[src/rtl/fpu_dp_pkg.sv]
// Shared definitions for the double-precision FPU result path: field
// positions, class encodings and the result FIFO entry layout.
package fpu_dp_pkg;

    localparam int unsigned DP_WIDTH = 64;
    localparam int unsigned EXP_MSB  = 62;
    localparam int unsigned EXP_LSB  = 52;
    localparam int unsigned EXP_W    = 11;
    localparam int unsigned MAN_MSB  = 51;
    localparam int unsigned MAN_LSB  = 0;
    localparam int unsigned FLAGS_W  = 2;
    localparam int unsigned CLASS_W  = 2;

    localparam logic [EXP_W-1:0] EXP_ALL_ONES = 11'h7FF;

    typedef enum logic [CLASS_W-1:0] {
        CLS_FINITE = 2'b00,
        CLS_ZERO   = 2'b01,
        CLS_INF    = 2'b10,
        CLS_NAN    = 2'b11
    } fp_class_e;

    // One queued multiplier result with its class and exception flags
    typedef struct packed {
        logic [DP_WIDTH-1:0] result;
        fp_class_e           cls;
        logic                overflow;
        logic                underflow;
    } result_entry_t;

endpackage

[src/rtl/fpu_dp_classify.sv]
// Combinational IEEE-754 double classifier; the sign bit does not affect
// the class, and subnormals count as finite.
module fpu_dp_classify
    import fpu_dp_pkg::*;
(
    input  logic [DP_WIDTH-1:0] word,
    output fp_class_e           class_c
);

    logic [EXP_W-1:0] exp_field;
    logic             man_nonzero;

    assign exp_field   = word[EXP_MSB:EXP_LSB];
    assign man_nonzero = |word[MAN_MSB:MAN_LSB];

    always_comb begin
        class_c = CLS_FINITE;
        if (exp_field == '0 && !man_nonzero) begin
            class_c = CLS_ZERO;
        end else if (exp_field == EXP_ALL_ONES) begin
            class_c = man_nonzero ? CLS_NAN : CLS_INF;
        end
    end

endmodule

[src/rtl/fpu_dp_result_stage.sv]
// Result stage after the DP multiplier: classifies each result, queues it
// in a small FIFO, and keeps sticky exception flags and a result counter.
module fpu_dp_result_stage
    import fpu_dp_pkg::*;
#(
    parameter int unsigned WIDTH = 64,
    parameter int unsigned DEPTH = 4
) (
    input  logic             clk,
    input  logic             rst,
    input  logic             in_valid,
    output logic             in_ready,
    input  logic [WIDTH-1:0] in_result,
    input  logic             in_overflow,
    input  logic             in_underflow,
    output logic             out_valid,
    input  logic             out_ready,
    output logic [WIDTH-1:0] out_result,
    output logic [1:0]       out_class,
    output logic [1:0]       out_flags,
    output logic             sticky_of,
    output logic             sticky_uf,
    input  logic             flag_clr,
    output logic [15:0]      result_cnt
);

    localparam int unsigned PTR_W = (DEPTH > 1) ? $clog2(DEPTH) : 1;
    localparam int unsigned OCC_W = $clog2(DEPTH + 1);

    result_entry_t    mem [DEPTH];
    result_entry_t    head;
    logic [PTR_W-1:0] wr_ptr;
    logic [PTR_W-1:0] rd_ptr;
    logic [OCC_W-1:0] occ;
    logic             push;
    logic             pop;
    fp_class_e        in_class_c;

    fpu_dp_classify u_classify (
        .word    (in_result),
        .class_c (in_class_c)
    );

    // Handshakes come from registered occupancy only; reset forces both low
    assign in_ready  = !rst && (occ < OCC_W'(DEPTH));
    assign out_valid = !rst && (occ != '0);
    assign push      = in_valid && in_ready;
    assign pop       = out_valid && out_ready;

    assign head       = mem[rd_ptr];
    assign out_result = out_valid ? head.result : '0;
    assign out_class  = out_valid ? head.cls : CLASS_W'(0);
    assign out_flags  = out_valid ? {head.overflow, head.underflow} : FLAGS_W'(0);

    always_ff @(posedge clk) begin
        if (rst) begin
            wr_ptr <= '0;
            rd_ptr <= '0;
            occ    <= '0;
        end else begin
            if (push) begin
                wr_ptr <= wr_ptr + PTR_W'(1);
            end
            if (pop) begin
                rd_ptr <= rd_ptr + PTR_W'(1);
            end
            case ({push, pop})
                2'b10:   occ <= occ + OCC_W'(1);
                2'b01:   occ <= occ - OCC_W'(1);
                default: occ <= occ;
            endcase
        end
    end

    // Payload storage needs no reset; outputs are masked while empty
    always_ff @(posedge clk) begin
        if (push) begin
            mem[wr_ptr] <= '{result:    DP_WIDTH'(in_result),
                             cls:       in_class_c,
                             overflow:  in_overflow,
                             underflow: in_underflow};
        end
    end

    // A flag-setting push overrides a same-cycle clear
    always_ff @(posedge clk) begin
        if (rst) begin
            sticky_of  <= 1'b0;
            sticky_uf  <= 1'b0;
            result_cnt <= '0;
        end else begin
            sticky_of <= (sticky_of && !flag_clr) || (push && in_overflow);
            sticky_uf <= (sticky_uf && !flag_clr) || (push && in_underflow);
            if (push) begin
                result_cnt <= result_cnt + 16'd1;
            end
        end
    end

endmodule
[config.mk]
export PLATFORM = sky130hd
export DESIGN_NAME = fpu_dp_result_stage
export DESIGN_NICKNAME = d
export VERILOG_FILES = /design/src/rtl/fpu_dp_pkg.sv /design/src/rtl/fpu_dp_classify.sv /design/src/rtl/fpu_dp_result_stage.sv
export SDC_FILE = /design/constraint.sdc
export NUM_CORES = 1
export LEC_CHECK = 0
export BUFFER_PORTS_ARGS = -buffer_cell sky130_fd_sc_hd__buf_2
export CAP_MARGIN = 40
export CORE_MARGIN = 3
export CORE_UTILIZATION = 60
export DETAILED_ROUTE_END_ITERATION = 12
export PLACE_DENSITY = 0.83
export SLEW_MARGIN = 20
export SYNTH_ARGS = -nofsm -noshare
export SYNTH_HDL_FRONTEND = slang
export SYNTH_SLANG_ARGS = --single-unit
[constraint.sdc]
create_clock -name clk -period 5.17 [get_ports clk]
set_input_delay 0.517 -clock clk [delete_from_list [all_inputs] [get_ports clk]]
set_output_delay 0.517 -clock clk [all_outputs]
set_load 0.02 [all_outputs]
* After elaboration in Yosys (flattened, before gate mapping) *
Memories as Yosys holds them, arrays and structs flattened. A register that Yosys moved wholly into a read port is not among the register bits.
Index checks and enable logic that the tools add are counted.

cells by class
  mux-type cells = 11
  add/sub/neg operators = 5
  equality and inequality tests = 3
  reduce and logical (&&, ||, !) cells = 18
  order comparisons = 1

operators with widths
  kind                                                  count
  2-to-1 mux 64 bit                                     1
  OR reduction 52 bit                                   1
  adder 16 x 1 -> 16 bit (second input constant)        1
  2-to-1 mux 2 bit                                      6
  equality test 11 bit (second input constant)          1
  logical NOT 11 bit                                    1
  logical AND 1 bit                                     9
  one-hot mux 3 bit (2 select lines)                    1
  adder 2 x 1 -> 2 bit (second input constant)          2
  adder 3 x 1 -> 3 bit (second input constant)          1
  logical NOT 1 bit                                     3
  < comparator 3 bit (second input constant)            1
  2-to-1 mux 1 bit                                      3
  nonzero test 3 bit                                    1
  subtractor 3 x 1 -> 3 bit (second input constant)     1
  equality test 2 x 1 -> 1 bit (second input constant)  1
  equality test 2 bit (second input constant)           1
  logical OR 1 bit                                      2
  nonzero test 2 bit                                    1

word-level totals
  word-level logic and storage cells = 45
  memories = 1
  output and inout port bits = 88
  register bits after elaboration = 25
  RAM bits = 272

memory list
  memory  depth  bits a word  rd ports  clocked after memory_dff  wr ports  line                       text
  mem     4      68           1         1                         1         fpu_dp_result_stage.sv:30  result_entry_t mem [DEPTH];

* Logic depth before layout (Yosys ltp) *
  depth after elaboration = 5
  mapped depth = 7

* By module *
Synthesis repeated with hierarchy kept, for this count alone.

second synthesis, totals
  cell total of the unflattened synthesis = 601
  area, all modules = 11661.2 um2

modules (own cells, without submodules)
  module               cells each  sequential area each (um2)  area each (um2)  times used
  fpu_dp_result_stage  574         8708.4                      11483.5          1
  fpu_dp_classify      27          0.0                         177.7            1

* Worst setup path after synthesis *
OpenSTA, ideal clock, no wires.

  path type = input-to-reg
  from = in in_valid
  to = mem mem[0][0] (netlist name) (enable)
  path buffers = 1
  setup time = 0.433 ns
  cell stages on the path = 3
  slack = 1.913 ns
  arrival = 2.823 ns
  required time = 4.737 ns
  path through = nor3b_4 clkbuf_1 and2_1

between the ends
  word-level cells in the longest chain between the ends = 3

RTL lines
  what                                    line                       text
  start, declared                         fpu_dp_result_stage.sv:11  input logic in_valid,
  logical AND 1 bit                       fpu_dp_result_stage.sv:47  assign push = in_valid && in_ready;
  2-to-1 mux 1 bit                        fpu_dp_result_stage.sv:77  if (push) begin
  2-to-1 mux 1 bit (not written as such)  fpu_dp_result_stage.sv:78  mem[wr_ptr] <= '{result: DP_WIDTH'(in_result),
  end, declared                           fpu_dp_result_stage.sv:30

Every way passes these cells.

==> flow_summary.toml <==
[run_status]
status = "completed"

[yosys]
synth_edf_count = 272
synth_top_cell_by_area = "edfxtp_1"
syn_area_per_cell_um2 = 19.5
synth_nets = 674
async_flop_share = 0
yosys_warnings = 0
ys_ff_latch = 299
syn-instance-count = 596
ys_types = 36
seq_area_frac_synth = 0.749
mappedNetlistArea_um2 = 11600
synth_area_leaders = "edfxtp_1, mux4_2, dfxtp_1"
synth.top_cell.area_share = 0.702
ys.flop_type = "edfxtp_1"

[global_routing]
overflow = 0
grt_start_max_net_pins = 70
antenna_found_initial = 5
grt_pass1_vias = 6403
grt_usage = 0.220
grt_pass1_wl_um = 36500

[setup_path]
r2r_start = "occ[2]"
end_kind = "output port"
crit_type = "reg -> out"
slowest_stage = "dfxtp_4"
crit_chain = "buf_4, mux4_2, and2_1, buf_2"
required_ps = 4650
cp_top_family = "flip-flops"
worstPathArrival_ps = 2570
r2r_slack_ps = 2620
cp_max_fo = 21
regToRegEndpoint = "occ[2]"
reg2reg_depth = 7
cp-start-kind = "flop"
crit_path_max_incr_delay_ps = 640
crit_buf_inv = 2

[min_path]
min_to = "mem[1][67]"
hold_depth = 1
hp-start = "in_result[63]"
hp-class = "in -> reg"

[route]
totalWireLength_um = 23100
routedWlPerCell_um = 22.0
drt-initial-drc-count = 482
num_vias = 6080
drc = 0
avgViaCountPerCell = 5.79
drtPass1Iterations = 5
antenna_left = 0

[floorplanning]
initial_core_util = 0.616
die_y_um = 145
core.rowCount = 50
ioPinCount = 159
design.core.area_um2 = 18900
die_w_um = 145
die-area_um2 = 21100

[sta]
worstMarginPinSlew_ps = 802
relSlewSlack = 0.465
fin_skew_ps = 8.47
rsz0062_at_grt = "no"
report.final.setup_viol = 0
fmax_mhz = 324
finalHoldViolations = 0
layout_min_cycle_time_ps = 3090
period_share = 0.597
fin_tns_setup_ps = 0
report.final.slew_viol_count = 0

[clock_tree]
cts-root-buf = "clkbuf_16"
cts.clk_slew.worst_paths_ps = 60
hold_buffers = 0
cts_tree = "built"
worst_skew_pair.late_latency_ps = 530
cts-resized-gates = 0
clockBufferDepth = 3
cts_sinks = 299
cts_made_buffers = 28
cts_max_level = 1
post_cts_buffers = 0

[cells_and_area]
finalInstanceArea_um2 = 13800
nets = 843
seq_area_um2 = 8720
instances_no_fill = 1050
multi_input_area_um2 = 2810
syn2layout_area_growth_pct = 19.0
fin_util = 0.733
nFillCells = 1112
drive_gt1_frac = 0.372
final_cell_mix = "edfxtp_1, buf_2, mux4_2, and2_1, clkbuf_16"
final_common_cell = "edfxtp_1"

[pwr]
p_per_area_nw_per_um2 = 391
leakage_uw = 0.00479
vdd_drop_max_uv = 259

[placed_design]
hpwl_um = 14200
dpl.cell_count = 995
gp_congestion = 0.815
portBuffers = 158
place_area_um2 = 12800

[job]
maxCapViolations = 0
per-stage QoR:
step,hold WS (ps),worst slack (ps),total power (uW)
3_3_place_gp,471,2200,3200
3_5_place_dp,493,2140,3230
5_1_grt,197,1900,5590
6_report,213,2080,5410
4_1_cts,192,2010,5450
2_1_floorplan,466,1910,3050
layout make-up:
cell class                      count  area share
Inverter                            4     0.00127
Clock inverter                     13      0.0159
Timing Repair Buffer              166      0.0674
Multi-Input combinational cell    266       0.203
Clock buffer                       39      0.0588
Sequential cell                   299       0.630
Tap cell                          260      0.0235
Antenna cell                        3    0.000542
cell families after synthesis:
kind of cell	after synthesis	synth area share
flip-flops	299	0.749
buffers and inverters	31	0.0112
multiplexers	70	0.134
AO/OA/AOI/OAI	18	0.00839
XOR/XNOR	13	0.00979
AND/OR/NAND/NOR	158	0.0802
adder cells (fa/ha/maj)	7	0.00818
cells in the mapped netlist (3+ instances only):
library cell  number
mux4_2            68
o31ai_1            3
a21oi_1           10
nand2_1           14
xnor2_1            7
inv_1              3
edfxtp_1         272
clkbuf_1          17
nand4_1            8
or4_1              3
ha_1               6
or3_1              3
buf_2              9
nand3_1            5
o21ai_0            3
dfxtp_1           27
nor2_1            18
and2_1            72
nor4_1            17
xor2_1             6
nor3_1             5
sequential cells by signal, indices dropped and copies added, names as in the netlist, named ones only:
signal,cells
mem,272
occ,3
rd_ptr,2
result_cnt,16
sticky_of,1
sticky_uf,1
wr_ptr,2
metal layers:
metal / track usage / routed length [um] / vias to the layer above
met1: 0.300 / 9000 / 3029
met3: 0.0459 / 1860 / 44
li1: - / - / 2736
met5: 0 / 30 / -
met2: 0.369 / 11700 / 267
met4: 0.0613 / 465 / 4
report_power, final:
group	internal (uW)	leakage [uW]	switching, uW
logic	185	0.00160	256
registers	2700	0.00269	31.4
clock network	1400	0.000504	840
worst max path at each step:
stage | end | start | depth (start not counted) | slack (ps)
final | out_result[30] | flop | 4 | 2080
after global routing | out_result[9] | flop | 4 | 1900
after CTS | out_result[27] | flop | 4 | 2010
after detailed placement | occ[2] | rst | 8 | 2140
after global placement | out_result[50] | flop | 4 | 2200
after floorplan | mem[0][0] | in_valid | 3 | 1910
No activity file was read; power rests on OpenSTA's default activity.
